$ cat src/rtl/lcd_pkg.sv
// lcd_pkg: shared RGB565 pixel-path constants, sync FSM type and vsync polarity helper.
package lcd_pkg;
  localparam int RGB_W    = 16;
  localparam int H_ACTIVE = 800;
  localparam int V_ACTIVE = 480;

  typedef enum logic {UNSYNC, SYNCED} lcd_state_e;

  function automatic logic vs_asserted(input logic vs, input logic active_low);
    return active_low ? ~vs : vs;
  endfunction
endpackage

$ cat src/rtl/lcd_pos_counter.sv
// lcd_pos_counter: saturating pixel x/y position counters with vsync and data-enable edge detection.
module lcd_pos_counter
  import lcd_pkg::*;
#(
  parameter int H_ACTIVE = lcd_pkg::H_ACTIVE,
  parameter int V_ACTIVE = lcd_pkg::V_ACTIVE
) (
  input  logic        clk,
  input  logic        rst_n,
  input  logic        de_i,
  input  logic        vs_act_i,
  output logic [10:0] x_o,
  output logic [10:0] y_o,
  output logic        vs_edge_o
);
  logic        de_q, vs_q;
  logic [10:0] x_d, y_d;

  assign vs_edge_o = vs_act_i & ~vs_q;

  // a frame start wins over any simultaneous pixel or line-end update
  always_comb begin
    x_d = vs_edge_o ? 11'd0 :
          de_i      ? ((x_o == 11'(H_ACTIVE - 1)) ? x_o : x_o + 11'd1) :
          de_q      ? 11'd0 : x_o;
    y_d = vs_edge_o ? 11'd0 :
          (de_q & ~de_i & (y_o != 11'(V_ACTIVE - 1))) ? y_o + 11'd1 : y_o;
  end

  // vs_q resets asserted so a reset released mid-pulse waits for the next pulse
  always_ff @(posedge clk or negedge rst_n) begin
    if (!rst_n) begin
      x_o  <= '0;
      y_o  <= '0;
      de_q <= 1'b0;
      vs_q <= 1'b1;
    end else begin
      x_o  <= x_d;
      y_o  <= y_d;
      de_q <= de_i;
      vs_q <= vs_act_i;
    end
  end
endmodule

$ cat src/rtl/lcd_bitmap_overlay.sv
// lcd_bitmap_overlay: overlays a scaled 8x8 1-bit icon read from an SDPB onto the RGB565 pixel stream.
module lcd_bitmap_overlay
  import lcd_pkg::*;
#(
  parameter int H_ACTIVE      = lcd_pkg::H_ACTIVE,
  parameter int V_ACTIVE      = lcd_pkg::V_ACTIVE,
  parameter int SCALE_LOG2    = 2,
  parameter bit VS_ACTIVE_LOW = 1'b1
) (
  input  logic             clk,
  input  logic             rst_n,
  input  logic             in_de,
  input  logic             in_hs,
  input  logic             in_vs,
  input  logic [RGB_W-1:0] in_rgb,
  input  logic             ovl_en,
  input  logic [10:0]      pos_x,
  input  logic [10:0]      pos_y,
  input  logic [RGB_W-1:0] fg_rgb,
  output logic [5:0]       mem_adb,
  output logic             mem_ceb,
  output logic             mem_oce,
  input  logic             mem_dout,
  output logic             out_de,
  output logic             out_hs,
  output logic             out_vs,
  output logic [RGB_W-1:0] out_rgb
);
  localparam logic [11:0] WIN = 12'(8 << SCALE_LOG2);

  lcd_state_e       state_q, state_d;
  logic             en_q, vs_act, vs_edge, win;
  logic             de1_q, hs1_q, vs1_q, win1_q;
  logic [10:0]      sx_q, sy_q, x, y;
  logic [11:0]      dx, dy;
  logic [RGB_W-1:0] fg_q, rgb1_q;

  assign vs_act = vs_asserted(in_vs, VS_ACTIVE_LOW);

  lcd_pos_counter #(.H_ACTIVE(H_ACTIVE), .V_ACTIVE(V_ACTIVE)) u_pos (
    .clk      (clk),
    .rst_n    (rst_n),
    .de_i     (in_de),
    .vs_act_i (vs_act),
    .x_o      (x),
    .y_o      (y),
    .vs_edge_o(vs_edge)
  );

  // 12-bit offsets: a pixel left of or above the window wraps to a large value
  assign dx      = {1'b0, x} - {1'b0, sx_q};
  assign dy      = {1'b0, y} - {1'b0, sy_q};
  assign win     = en_q & (state_q == SYNCED) & (dx < WIN) & (dy < WIN);
  assign mem_adb = {dy[SCALE_LOG2 +: 3], dx[SCALE_LOG2 +: 3]};
  assign mem_ceb = in_de & win;
  assign mem_oce = 1'b1;
  assign state_d = vs_edge ? SYNCED : state_q;

  always_ff @(posedge clk or negedge rst_n) begin
    if (!rst_n) begin
      state_q <= UNSYNC;
      en_q    <= 1'b0;
      sx_q    <= '0;
      sy_q    <= '0;
      fg_q    <= '0;
      de1_q   <= 1'b0;
      hs1_q   <= 1'b0;
      vs1_q   <= 1'b0;
      win1_q  <= 1'b0;
      rgb1_q  <= '0;
      out_de  <= 1'b0;
      out_hs  <= 1'b0;
      out_vs  <= 1'b0;
      out_rgb <= '0;
    end else begin
      state_q <= state_d;
      if (vs_edge) begin
        en_q <= ovl_en;
        sx_q <= pos_x;
        sy_q <= pos_y;
        fg_q <= fg_rgb;
      end
      de1_q   <= in_de;
      hs1_q   <= in_hs;
      vs1_q   <= in_vs;
      win1_q  <= win & in_de;
      rgb1_q  <= in_rgb;
      out_de  <= de1_q;
      out_hs  <= hs1_q;
      out_vs  <= vs1_q;
      out_rgb <= (win1_q & mem_dout) ? fg_q : rgb1_q;
    end
  end
endmodule
$ cat config.mk
export PLATFORM = sky130hd
export DESIGN_NAME = lcd_bitmap_overlay
export DESIGN_NICKNAME = d
export VERILOG_FILES = /design/src/rtl/lcd_pkg.sv /design/src/rtl/lcd_pos_counter.sv /design/src/rtl/lcd_bitmap_overlay.sv
export SDC_FILE = /design/constraint.sdc
export NUM_CORES = 1
export LEC_CHECK = 0
export CORE_UTILIZATION = 40
export CTS_CLUSTER_DIAMETER = 100
export DETAILED_ROUTE_END_ITERATION = 10
export SYNTH_ARGS = -nofsm -noshare
export SYNTH_HDL_FRONTEND = slang
export SYNTH_HIERARCHICAL = 1
export SYNTH_SLANG_ARGS = --single-unit
$ cat constraint.sdc
create_clock -name clk -period 4.7 [get_ports clk]
set_input_delay 0.705 -clock clk [delete_from_list [all_inputs] [get_ports clk]]
set_output_delay 0.705 -clock clk [all_outputs]
set_load 0.1 [all_outputs]
After elaboration in Yosys (flattened, before gate mapping) --
Index checks and enable logic that the tools add are counted.
Operators by class: add/subtract/negate cells 4, magnitude comparators 2, equality and inequality tests 3, muxes and demuxes 7, bitwise gates (word level) 11, reduce and logical (&&, ||, !) cells 3
Operators by type and width (number):
- 11-bit two-way mux | 6
- 12-bit by 6-bit < comparator with 1-bit output (second input constant) | 2
- 11-bit by 11-bit subtractor with 12-bit output | 2
- 11-bit by 1-bit adder with 11-bit output (second input constant) | 2
- 16-bit two-way mux | 1
- 11-bit by 10-bit equality test with 1-bit output (second input constant) | 1
- 11-bit by 9-bit inequality test with 1-bit output (second input constant) | 1
- 1-bit AND | 8
- 3-bit by 2-bit inequality test with 1-bit output (second input constant) | 1
- 1-bit inverter | 3
- 3-bit nonzero test | 1
- 2-bit AND reduction | 1
- 2-bit nonzero test | 1
Storage, ports and cells: flip-flop bits (word level) 102, input port bits 61, output and inout bits 27, word-level logic and storage cells 47

Logic depth before layout (Yosys ltp) --
Gate-level depths: netlist of run 1.
depth after elaboration 5, depth in mapped cells 8, gate-level depth less buffers 8

Cells and area by module --
The synthesis of run 1 kept the hierarchy.
By module, submodules not included:
- lcd_bitmap_overlay | times used 1, cells an instance 293, area each 3523.4 µm², sequential area each 1976.9 µm²
- lcd_pos_counter | times used 1, cells an instance 132, area each 1313.8 µm², sequential area each 601.8 µm²

Least setup slack after synthesis of run 1 --
Ideal clock, no wire load.
kind reg2out, start register u_pos.x_o[5], end output mem_ceb, arrival time 3976 ps, slack 19 ps, cell stages (with the launch flop) 8, buffers on the path 0, cells stage by stage dfrtp_1 ha_1 inv_2 or4_1 o32a_1 a2111oi_2 nand4_1 a2111oi_2
On the way: longest elaborated chain between the ends 5
Ends and longest elaborated chain:
- from (decl) | RTL line lcd_pos_counter.sv:12 | output logic [10:0] x_o,
- from (signal assigned) | RTL line lcd_pos_counter.sv:33 | x_o <= '0;
- from (signal assigned) | RTL line lcd_pos_counter.sv:38 | x_o <= x_d;
- 11-bit by 11-bit subtractor with 12-bit output | RTL line lcd_bitmap_overlay.sv:51 | assign dx = {1'b0, x} - {1'b0, sx_q};
- 12-bit by 6-bit < comparator with 1-bit output | RTL line lcd_bitmap_overlay.sv:53 | assign win = en_q & (state_q == SYNCED) & (dx < WIN) & (dy < WIN);
- 1-bit AND (2 in series) | RTL line lcd_bitmap_overlay.sv:53
- 1-bit AND | RTL line lcd_bitmap_overlay.sv:55 | assign mem_ceb = in_de & win;
- to (decl) | RTL line lcd_bitmap_overlay.sv:21 | output logic mem_ceb,
Every way passes these cells.

Worst setup path after layout of run 1 --
Same ends and word-level chain as after synthesis.

==> results.md, run 1 <==
- Status: finished, violations left
- Failing checks: DRC
- Drt first-iter violations: ~170
- Final min period: about 4.1 ns
- Critical Path Sink Type: primary output
- DP Area: 5859 sq um
- Synth Warn #: 6
- Core footprint: 11610 sq um
- Fmax: approximately 0.24 GHz
- Antenna diode count: 0
- Setup ws final: around 0.55 ns
- Syn Inst Count: 425
- Fillers: 1051
- Tot GR Track Use: 0.1742
- Post-CTS setup buffers: 0
- Layout cells sized above 1: 0.1407
- Synth async-reset ratio: 1.000
- CTS Hold Bufs: 0
- Period utilization: 0.8826
- 1st-pass router iterations: 10
- Vias in the first global route: 3439
- Pin count of the biggest net entering global routing: 76
- Main synth FF type: dfrtp_1
- Clock skew: 0.004839 ns
- Port Buffers: 86
- Initial antenna violation count: 0
- Sequential share of the synthesized area: 0.5331
- Post-synthesis net count: 508
- Average wire per standard cell: between 15 and 20 um
- CTS tree: built
- Cell taking the most area after synthesis: dfrtp_1
- Area grow syn2layout: 27.32%
- Clk Latency, worst-skew pair: 0.34 ns
- Mapped Area: 4837 sq um
- Leakage: between 2 and 3 nW
- Clock Tree Buf Depth: 2
- Clock net sink count: 103
- H-tree lvl count: 3
- Post-Layout Cell Count: 662
- P per Cell Area: 385.1 nW/um^2
- Total number of vias: 3439
- Vias per cell: 5.195
- Row cnt: 39
- Die W: 112.0 um
- Final setup violation count: 0
- CTS root buf: clkbuf_16
- Mean area per synthesized cell: 11.38 sq um
- First-pass GRT wire length: roughly 17 mm
- RR Startpoint: u_pos/x_o[5]
- Post-synthesis cell type count: 63
- Share of the synthesized area in the top cell type: 0.5277
- CP Data Required Time: about 4 ns
- Pre-CTS setup slack: 0.6249 ns
- Synth top area cells: dfrtp_1 53%, mux2_2 8.1%, ha_1 5.7%, nand2_1 2.9%, o21ai_0 2.5%
- EDFF count, synth: 0
- Critical path data arrival time: 3.44 ns
- Design area: 6158 sq um
- Worst Setup Start Kind: flop
- Most instantiated library cell after synthesis: dfrtp_1
- DRC: 4
- CTS clk-pin slew, worst paths: roughly 0.070 ns
- Placed Cells incl. Taps: 646
- Worst slew pin tran: 1.008 ns
- GP Congestion: 0.8990
- Reg2reg end: win1_q
- Worst VDD drop: 0.1849 mV
- Min-Delay Startpoint: de1_q
- Max-Cap Viols: 0
- Post-layout util: 0.5303
- Nets: around 600
- HP Class: flop to flop
- Die Span Y: 112.0 um
- Setup TNS: 0 ns
- Hold path endpoint: out_de
- Fin. Hold Viols: 0
- Routed Antenna Nets: 0
- Commonest cells post-synth: 102 x dfrtp_1, 38 x nand2_1, 35 x mux2_2
- #FFs+latches synth: 103
- Final WL: 10.27 mm
- Initial core utilization: 0.4165
- Clock buffer count from CTS: 9
- Total power: 2.371 mW
- Worst reg2reg setup slack: between 1.5 and 2 ns
- FF-to-FF path depth: 7
- Setup repair after global routing missed its margin: false
- Max-slew violation count: 0
- Slew Limit Headroom: 0.3261
- Hold Slack: 0.3533 ns
- Crit path kind: flop to primary output
- I/O Pins: 88
- Post-detail-place hpwl: 7.341 mm
- Hold path cells: 0
- # resized after CTS: 0
- Crit path max fanout: 9
- Gr ovfl total: 0
- Die area: 12540 sq um
cell type report:
class	count	area (sq um)	share of cell area
inverters	30	112.6	0.01829
clock inverters	4	52.55	0.008533
repair buffers	89	888.4	0.1443
flip-flops and latches	103	2579	0.4187
clock buffers	12	246.5	0.04002
well taps	143	178.9	0.02905
multi-input cells	281	2101	0.3411
kinds of logic after synthesis:
| group | count (synthesis) | synth area share |
|---|---|---|
| other cells | 1 | 0.0007753 |
| fa+ha+maj | 22 | 0.05691 |
| xor+xnor | 16 | 0.02897 |
| simple gates | 121 | 0.1366 |
| mux | 36 | 0.08355 |
| compound gates | 85 | 0.1275 |
| buf+inv | 41 | 0.03259 |
| flops | 103 | 0.5331 |
report_power, final:
part	internal, mW	leakage [nW]	switching (mW)
logic	0.207	1.32	0.425
registers	0.956	1.26	0.0322
clock network	0.431	0.148	0.320
total	1.59	2.73	0.777
flip-flops by register name, summed over array words and instances (netlist names):
name and flops:
sx_q 11, out_de 1, vs1_q 1, fg_q 16
u_pos/vs_q 1, u_pos/de_q 1, u_pos/y_o 11, out_vs 1
state_q 1, win1_q 1, sy_q 11, out_rgb 16
de1_q 1, u_pos/x_o 11, out_hs 1, rgb1_q 16
en_q 1, hs1_q 1
layout by cell type (no fill, tap or decap), types with 3 or more instances in the layout:
cell             count
a2111oi_0            3
nand2_1             38
nor3b_1              3
a21oi_1             13
nor4_1               3
nor3_1               9
nand2b_1             5
a211o_1              6
o22ai_1              3
or3_1                3
ha_1                22
clkbuf_16            9
nand3_1             11
o21ai_0             24
nor2b_1              4
mux2_2              35
a21o_1               6
nor2_1              15
dfrtp_1            102
inv_1               28
buf_4                5
xnor2_1             12
and3_1              10
nand4_1              4
clkdlybuf4s50_1     83
xor2_1               4
a31o_1               3
per-layer routing:
layer	wire, um	global-route usage
met5	0	0
met1	4644	0.2261
met4	155	0.05867
met3	347	0.03593
met2	5123	0.2911
worst max-delay path, cell delays in order (launching register included):
cell	delay, ns
dfrtp_1	0.49
ha_1	0.43
and3b_2	0.22
a2111oi_0	0.39
o2111ai_1	0.23
a2111oi_2	0.33
nand4_1	0.16
a2111oi_2	0.59
buf_12	0.26
worst max-delay path by stage:
stage,start,to,depth (start not counted)
after CTS,u_pos/x_o[4],mem_ceb,8
after floorplan,u_pos/x_o[5],mem_ceb,7
after global routing,u_pos/x_o[4],mem_ceb,8
final,u_pos/x_o[5],mem_ceb,8
after detailed placement,in_de,mem_ceb,8
after global placement,in_de,mem_ceb,8
No activity file was read; power rests on OpenSTA's default activity.
==> run 2, diff against run 1 <==
clock period = 5.2 ns   (was 4.7 ns; I/O delays follow)
==> run 2 against run 1 <==
Combinational power decreased by 10%. Global-route usage up 0.29 points. Register-to-register slack better by 0.65 ns. Clock power shrank 16%. Wire length decreased by 2.1%. Sequential power shrank 9.7%. Sequential share of layout area rose by 0.28 points. Via count down 0.84%. Worst setup slack better by 0.26 ns. Cell count shrank 0.15%. The run still ends with DRC left. Worst hold slack worse by 0.0017 ns.
==> results.md, run 2 (synthesis gave the netlist of run 1 again) <==
- Worst Setup Start Kind: input port (was flop)
- Failing checks: DRC (unchanged)
- First-pass GRT wire length: 17.28 mm (was 17.15 mm)
- Most used cell, CP: a2111oi_2 (unchanged)
- Min-Delay Startpoint: vs1_q (was de1_q)
- Tot GR Track Use: 0.1771 (was 0.1742)
- Max-slew violation count: 0 (unchanged)
- Crit path kind: input port to primary output (was flop to primary output)
- Die Span Y: 112.0 um (unchanged)
- Nets: 596 (was 597)
- Layout cells sized above 1: 0.1390 (was 0.1407)
- 1st-pass router iterations: 7 (was 10)
- Clock skew: 0.005952 ns (was 0.004839 ns)
- Reg2reg end: win1_q (unchanged)
- Clock share of power: 0.300 (was 0.317)
- Sw frac: 0.3347 (was 0.3278)
- Final WL: 10.05 mm (was 10.27 mm)
- Commonest non-fill, non-tap cells in the layout: 102 x dfrtp_1, 84 x clkdlybuf4s50_1, 38 x nand2_1 (was 102 x dfrtp_1, 83 x clkdlybuf4s50_1, 38 x nand2_1)
- Fmax: 0.2279 GHz
- Post-CTS setup buffers: 0 (unchanged)
- Pin count of the biggest net entering global routing: 62 (was 76)
- Clk Latency, worst-skew pair: 0.34 ns (about the same)
- Cells along the critical path: clkdlybuf4s50_1 > nand3_1 > a2111oi_0 > o2111ai_1 > a2111oi_2 > nand4_1 > a2111oi_2 > buf_4 (was ha_1 > and3b_2 > a2111oi_0 > o2111ai_1 > a2111oi_2 > nand4_1 > a2111oi_2 > buf_12)
- Max-Cap Viols: 0 (unchanged)
- Vias per cell: 5.159 (was 5.195)
- Setup repair after global routing missed its margin: false (unchanged)
- Worst VDD drop: 0.1956 mV (was 0.1849 mV)
- Critical Path Sink Type: primary output (unchanged)
- Initial antenna violation count: 0 (unchanged)
- Gr ovfl total: 0 (unchanged)
- Fin. Hold Viols: 0 (unchanged)
- P per Cell Area: 341.5 nW/um^2 (was 385.1 nW/um^2)
- Core footprint: 11610 sq um (unchanged)
- Internal cell power: 1.390 mW (was 1.594 mW)
- Setup ws final: 0.8125 ns (was 0.5520 ns)
- Buf+Inv Stages, Crit Path: 2 (was 1)
- Routed Antenna Nets: 0 (unchanged)
- Vias in the first global route: 3432 (was 3439)
- Fillers: 1076 (was 1051)
- DRC: 4 (unchanged)
- Antenna diode count: 0 (unchanged)
- I/O Pins: 88 (unchanged)
- Clock net sink count: 103 (unchanged)
- Clock buffer count from CTS: 9 (unchanged)
- CP Data Required Time: 4.42 ns (was 3.99 ns)
- Die W: 112.0 um (unchanged)
- Row cnt: 39 (unchanged)
- Power share of the sequential group: 0.428 (was 0.417)
- Die area: 12540 sq um (unchanged)
- CTS root buf: clkbuf_16 (unchanged)
- Port Buffers: 86 (unchanged)
- CTS clk-pin slew, worst paths: 0.06 ns (was 0.07 ns)
- CTS tree: built (unchanged)
- Status: finished, violations left (unchanged)
- Hold Slack: 0.3517 ns (was 0.3533 ns)
- Crit path max fanout: 11 (was 9)
- Switching pwr: 0.6992 mW (was 0.7774 mW)
- Pre-CTS setup slack: 0.7667 ns (was 0.6249 ns)
- Critical path data arrival time: 3.61 ns (was 3.44 ns)
- Combinational power share: 0.272 (was 0.267)
- # resized after CTS: 0 (unchanged)
- Slew Limit Headroom: 0.3280 (was 0.3261)
- Leakage: 2.714 nW (was 2.730 nW)
- Area grow syn2layout: 26.46% (was 27.32%)
- GP Congestion: 0.8327 (was 0.8990)
- Clock Tree Buf Depth: 2 (unchanged)
- H-tree lvl count: 3 (unchanged)
- Post-detail-place hpwl: 7.209 mm (was 7.341 mm)
- CP peak stage delay: 0.69 ns (was 0.59 ns)
- Most common cell after layout, fill and taps aside: dfrtp_1 (unchanged)
- CTS Hold Bufs: 0 (unchanged)
- Final min period: 4.387 ns
- Worst slew pin tran: 1.005 ns (was 1.008 ns)
- Average wire per standard cell: 15.20 um (was 15.51 um)
- Final setup violation count: 0 (unchanged)
- Total number of vias: 3410 (was 3439)
- Period utilization: 0.8437
- CP top delay family: compound AO/OA/AOI/OAI gates (unchanged)
- Worst reg2reg setup slack: 2.33 ns (was 1.68 ns)
- CP Depth: 8 (unchanged)
- HP Class: flop to flop (unchanged)
- RR Startpoint: u_pos/x_o[5] (unchanged)
- Largest registers: fg_q x16, out_rgb x16, rgb1_q x16 (unchanged)
- Slowest CP cell: clkdlybuf4s50_1 (was a2111oi_2)
- Drt first-iter violations: 153 (was 165)
- Hold path cells: 0 (unchanged)
- Setup TNS: 0 ns (unchanged)
- FF-to-FF path depth: 7 (unchanged)
- Hold path endpoint: out_vs (was out_de)
- Initial core utilization: 0.4165 (unchanged)
-- run 2: how the worst max path moves through the flow --
stage,startpoint,end,slack (ns)
2_1_floorplan,u_pos/x_o[5],mem_ceb,0.44
3_3_place_gp,in_de,mem_ceb,0.92
3_5_place_dp,in_de,mem_ceb,0.77
4_1_cts,in_de,mem_ceb,0.74
5_1_grt,in_de,mem_ceb,0.54
6_report,in_de,mem_ceb,0.81
-- run 2: power groups by stage --
stage	Combinational, mW	Clock (mW)	Sequential, mW
after floorplan	0.352	0	0.957
after global placement	0.567	0	0.907
after detailed placement	0.571	0	0.909
after CTS	0.573	0.650	0.894
after global routing	0.611	0.678	0.901
final	0.568	0.628	0.893
-- run 2: layer usage --
metal / vias up / share of wire / wire length, um / track usage
met5: - / 0 / 0 / 0
met4: 0 / 0.015 / 150 / 0.05778
met3: 11 / 0.035 / 351 / 0.04790
met2: 55 / 0.49 / 4949 / 0.2865
met1: 1647 / 0.46 / 4598 / 0.2312
li1: 1697 / - / - / -
-- run 2: per-stage QoR --
step                cells  cell area (sq um)  total power, mW  utilization
finish                661               6117            2.089       0.5267
global route          661               6117            2.190       0.5267
floorplan             425               4837            1.309            -
global placement      645               5842            1.474       0.5030
CTS                   661               6117            2.117       0.5267
detailed placement    645               5842            1.480       0.5030
-- run 2: cell type report --
| cell class | count | area (sq um) | share of cell area |
|---|---|---|---|
| well taps | 143 | 178.9 | 0.02925 |
| repair buffers | 88 | 870.8 | 0.1424 |
| clock inverters | 5 | 32.53 | 0.005318 |
| flip-flops and latches | 103 | 2579 | 0.4216 |
| clock buffers | 11 | 242.7 | 0.03968 |
| inverters | 30 | 112.6 | 0.01841 |
| multi-input cells | 281 | 2101 | 0.3434 |
==> run 3, diff against run 2 <==
PLACE_DENSITY = 0.66   (was default)
clock period = 3.9 ns   (was 5.2 ns; I/O delays follow)
==> run 3 against run 2 <==
The flow still finishes with violations (DRC). Register-to-register slack got worse by 1.2 ns. Die area unchanged. Critical path depth increased by 1. Sequential share of layout area decreased by 1.3 points. Wire length increased by 5.8%. Global-route usage increased by 0.26 points. Sequential power increased by 33%. Critical endpoint unchanged. Largest cell class unchanged.
==> results.md, run 3 (synthesis gave the netlist of run 1 again) <==
- Switching pwr: 0.9694 mW (was 0.6992 mW)
- Power share of the sequential group: 0.397 (was 0.428)
- Sw frac: 0.3225 (was 0.3347)
- DRC: 6 (was 4)
- Critical Path Sink Type: primary output (unchanged)
- Post-layout util: 0.5450 (was 0.5267)
- Internal cell power: 2.037 mW (was 1.390 mW)
- Clock skew: 0.005004 ns (was 0.005952 ns)
- Reg2reg end: win1_q (unchanged)
- Gr ovfl total: 0 (unchanged)
- Pre-CTS setup slack: 0.2342 ns (was 0.7667 ns)
- Slowest CP cell: dfrtp_2 (was clkdlybuf4s50_1)
- CTS clk-pin slew, worst paths: 0.07 ns (was 0.06 ns)
- RR Startpoint: u_pos/x_o[5] (unchanged)
- Setup TNS: 0 ns (unchanged)
- Tot GR Track Use: 0.1798 (was 0.1771)
- Combinational power share: 0.255 (was 0.272)
- Commonest non-fill, non-tap cells in the layout: 98 x dfrtp_1, 78 x clkdlybuf4s50_1, 38 x nand2_1 (was 102 x dfrtp_1, 84 x clkdlybuf4s50_1, 38 x nand2_1)
- Max-slew violation count: 0 (unchanged)
- Clock Tree Buf Depth: 2 (unchanged)
- Max-Cap Viols: 0 (unchanged)
- Drt first-iter violations: 164 (was 153)
- Largest registers: fg_q x16, out_rgb x16, rgb1_q x16 (unchanged)
- Pin count of the biggest net entering global routing: 57 (was 62)
- HP Class: input port to async pin (was flop to flop)
- Worst VDD drop: 0.2736 mV (was 0.1956 mV)
- Total number of vias: 3487 (was 3410)
- CTS Hold Bufs: 0 (unchanged)
- Final WL: 10.63 mm (was 10.05 mm)
- Clock share of power: 0.349 (was 0.300)
- Most common cell after layout, fill and taps aside: dfrtp_1 (unchanged)
- Critical path data arrival time: 3.19 ns (was 3.61 ns)
- Core footprint: 11610 sq um (unchanged)
- Period utilization: 0.9682
- CP Data Required Time: 3.31 ns (was 4.42 ns)
- Fillers: 1026 (was 1076)
- Routed Antenna Nets: 0 (unchanged)
- Placed Cells incl. Taps: 648 (was 645)
- Clock buffer count from CTS: 9 (unchanged)
- Post-detail-place hpwl: 7.628 mm (was 7.209 mm)
- Crit path max fanout: 9 (was 11)
- Status: finished, violations left (unchanged)
- Cells along the critical path: ha_4 > and3b_2 > a2111oi_1 > o2111ai_1 > a2111oi_4 > nand4_1 > a2111oi_4 > buf_4 > buf_12 (was clkdlybuf4s50_1 > nand3_1 > a2111oi_0 > o2111ai_1 > a2111oi_2 > nand4_1 > a2111oi_2 > buf_4)
- Die area: 12540 sq um (unchanged)
- Antenna diode count: 0 (unchanged)
- Area grow syn2layout: 30.86% (was 26.46%)
- Design area: 6330 sq um (was 6117 sq um)
- Nets: 605 (was 596)
- I/O Pins: 88 (unchanged)
- Setup ws final: 0.1241 ns (was 0.8125 ns)
- Fmax: 0.2648 GHz
- Vias in the first global route: 3478 (was 3432)
- Port Buffers: 86 (unchanged)
- GP Congestion: 0.8381 (was 0.8327)
- Most used cell, CP: a2111oi_4 (was a2111oi_2)
- Clock net sink count: 103 (unchanged)
- CP peak stage delay: 0.49 ns (was 0.69 ns)
- Worst reg2reg setup slack: 1.16 ns (was 2.33 ns)
- Fin. Hold Viols: 0 (unchanged)
- Failing checks: DRC (unchanged)
- Leakage: 2.789 nW (was 2.714 nW)
- Final setup violation count: 0 (unchanged)
- P per Cell Area: 474.9 nW/um^2 (was 341.5 nW/um^2)
- Initial antenna violation count: 0 (unchanged)
- Buf+Inv Stages, Crit Path: 2 (unchanged)
- Die W: 112.0 um (unchanged)
- Die Span Y: 112.0 um (unchanged)
- Post-Layout Cell Count: 670 (was 661)
- Row cnt: 39 (unchanged)
- Vias per cell: 5.204 (was 5.159)
- 1st-pass router iterations: 7 (unchanged)
- DP Area: 5874 sq um (was 5842 sq um)
- Layout cells sized above 1: 0.1841 (was 0.1390)
- Slew Limit Headroom: 0.3046 (was 0.3280)
- CP top delay family: compound AO/OA/AOI/OAI gates (unchanged)
- CTS root buf: clkbuf_16 (unchanged)
- Average wire per standard cell: 15.87 um (was 15.20 um)
- Clk Latency, worst-skew pair: 0.34 ns (about the same)
- Worst slew pin tran: 1.042 ns (was 1.005 ns)
- Final min period: 3.776 ns
- FF-to-FF path depth: 8 (was 7)
- First-pass GRT wire length: 17.42 mm (was 17.28 mm)
- H-tree lvl count: 3 (unchanged)
- Initial core utilization: 0.4165 (unchanged)
- CTS tree: built (unchanged)
- Crit path kind: flop to primary output (was input port to primary output)
- Worst Setup Start Kind: flop (was input port)
run 3: cell types whose count changed in the layout (fill, tap and decap cells not counted), sizes merged:
| cell | change |
|---|---|
| bufinv | +3 |
| clkbuf | -2 |
| clkinvlp | +1 |
| clkdlybuf4s50 | -6 |
| buf | +15 |
| inv | +2 |
| clkinv | -4 |
run 3: cell type report:
cell class	count	area (sq um)	area share
flip-flops and latches	103	2584	0.4082
multi-input cells	281	2167	0.3424
repair buffers	97	935.9	0.1479
clock buffers	9	225.2	0.03558
well taps	143	178.9	0.02827
clock inverters	7	126.4	0.01996
inverters	30	112.6	0.01779
run 3: worst max-delay path by stage:
stage	slack (ns)	to	cells past startpoint	from
finish	0.12	mem_ceb	9	u_pos/x_o[5]
floorplan	0.08	mem_ceb	7	u_pos/x_o[5]
global route	-0.06	mem_ceb	9	u_pos/x_o[7]
CTS	0.02	mem_ceb	8	u_pos/x_o[5]
detailed placement	0.23	mem_ceb	8	in_de
global placement	0.29	mem_ceb	8	in_de
run 3: power groups by stage:
stage / Combinational (mW) / Clock [mW] / Sequential, mW
finish: 0.765 / 1.05 / 1.19
floorplan: 0.470 / 0 / 1.28
CTS: 0.760 / 1.08 / 1.19
global route: 0.815 / 1.11 / 1.20
global placement: 0.752 / 0 / 1.21
detailed placement: 0.757 / 0 / 1.21
run 3: routing by layer:
metal  vias up  share of wire  GRT usage
li1       1720              -          -
met1      1702           0.45     0.2262
met4         0          0.013    0.06756
met3        12          0.033    0.04083
met5         -              0          0
met2        53           0.51     0.3023
run 3: worst register-to-register path, delay by kind of cell (launching register included):
kind,cells,cell delay [ns]
compound gates,4,1.27
buf+inv,1,0.19
simple gates,2,0.41
flops,1,0.49
fa+ha+maj,1,0.33
run 3: stage by stage:
step                      hold slack, ns  total power [mW]
after floorplan                   0.2894             1.746
after global placement            0.3326             1.961
after detailed placement          0.3355             1.972
after CTS                         0.2807             3.033
after global routing              0.3193             3.133
final                             0.2601             3.006
run 3: timing repair:
| action | in CTS | in global routing |
|---|---|---|
| gates cloned | 0 | 0 |
| buffers inserted | 0 | 6 |
| pin swaps | 1 | 3 |
| resized for setup | 0 | 15 |
| endpoints found under the setup margin | 1 | 1 |
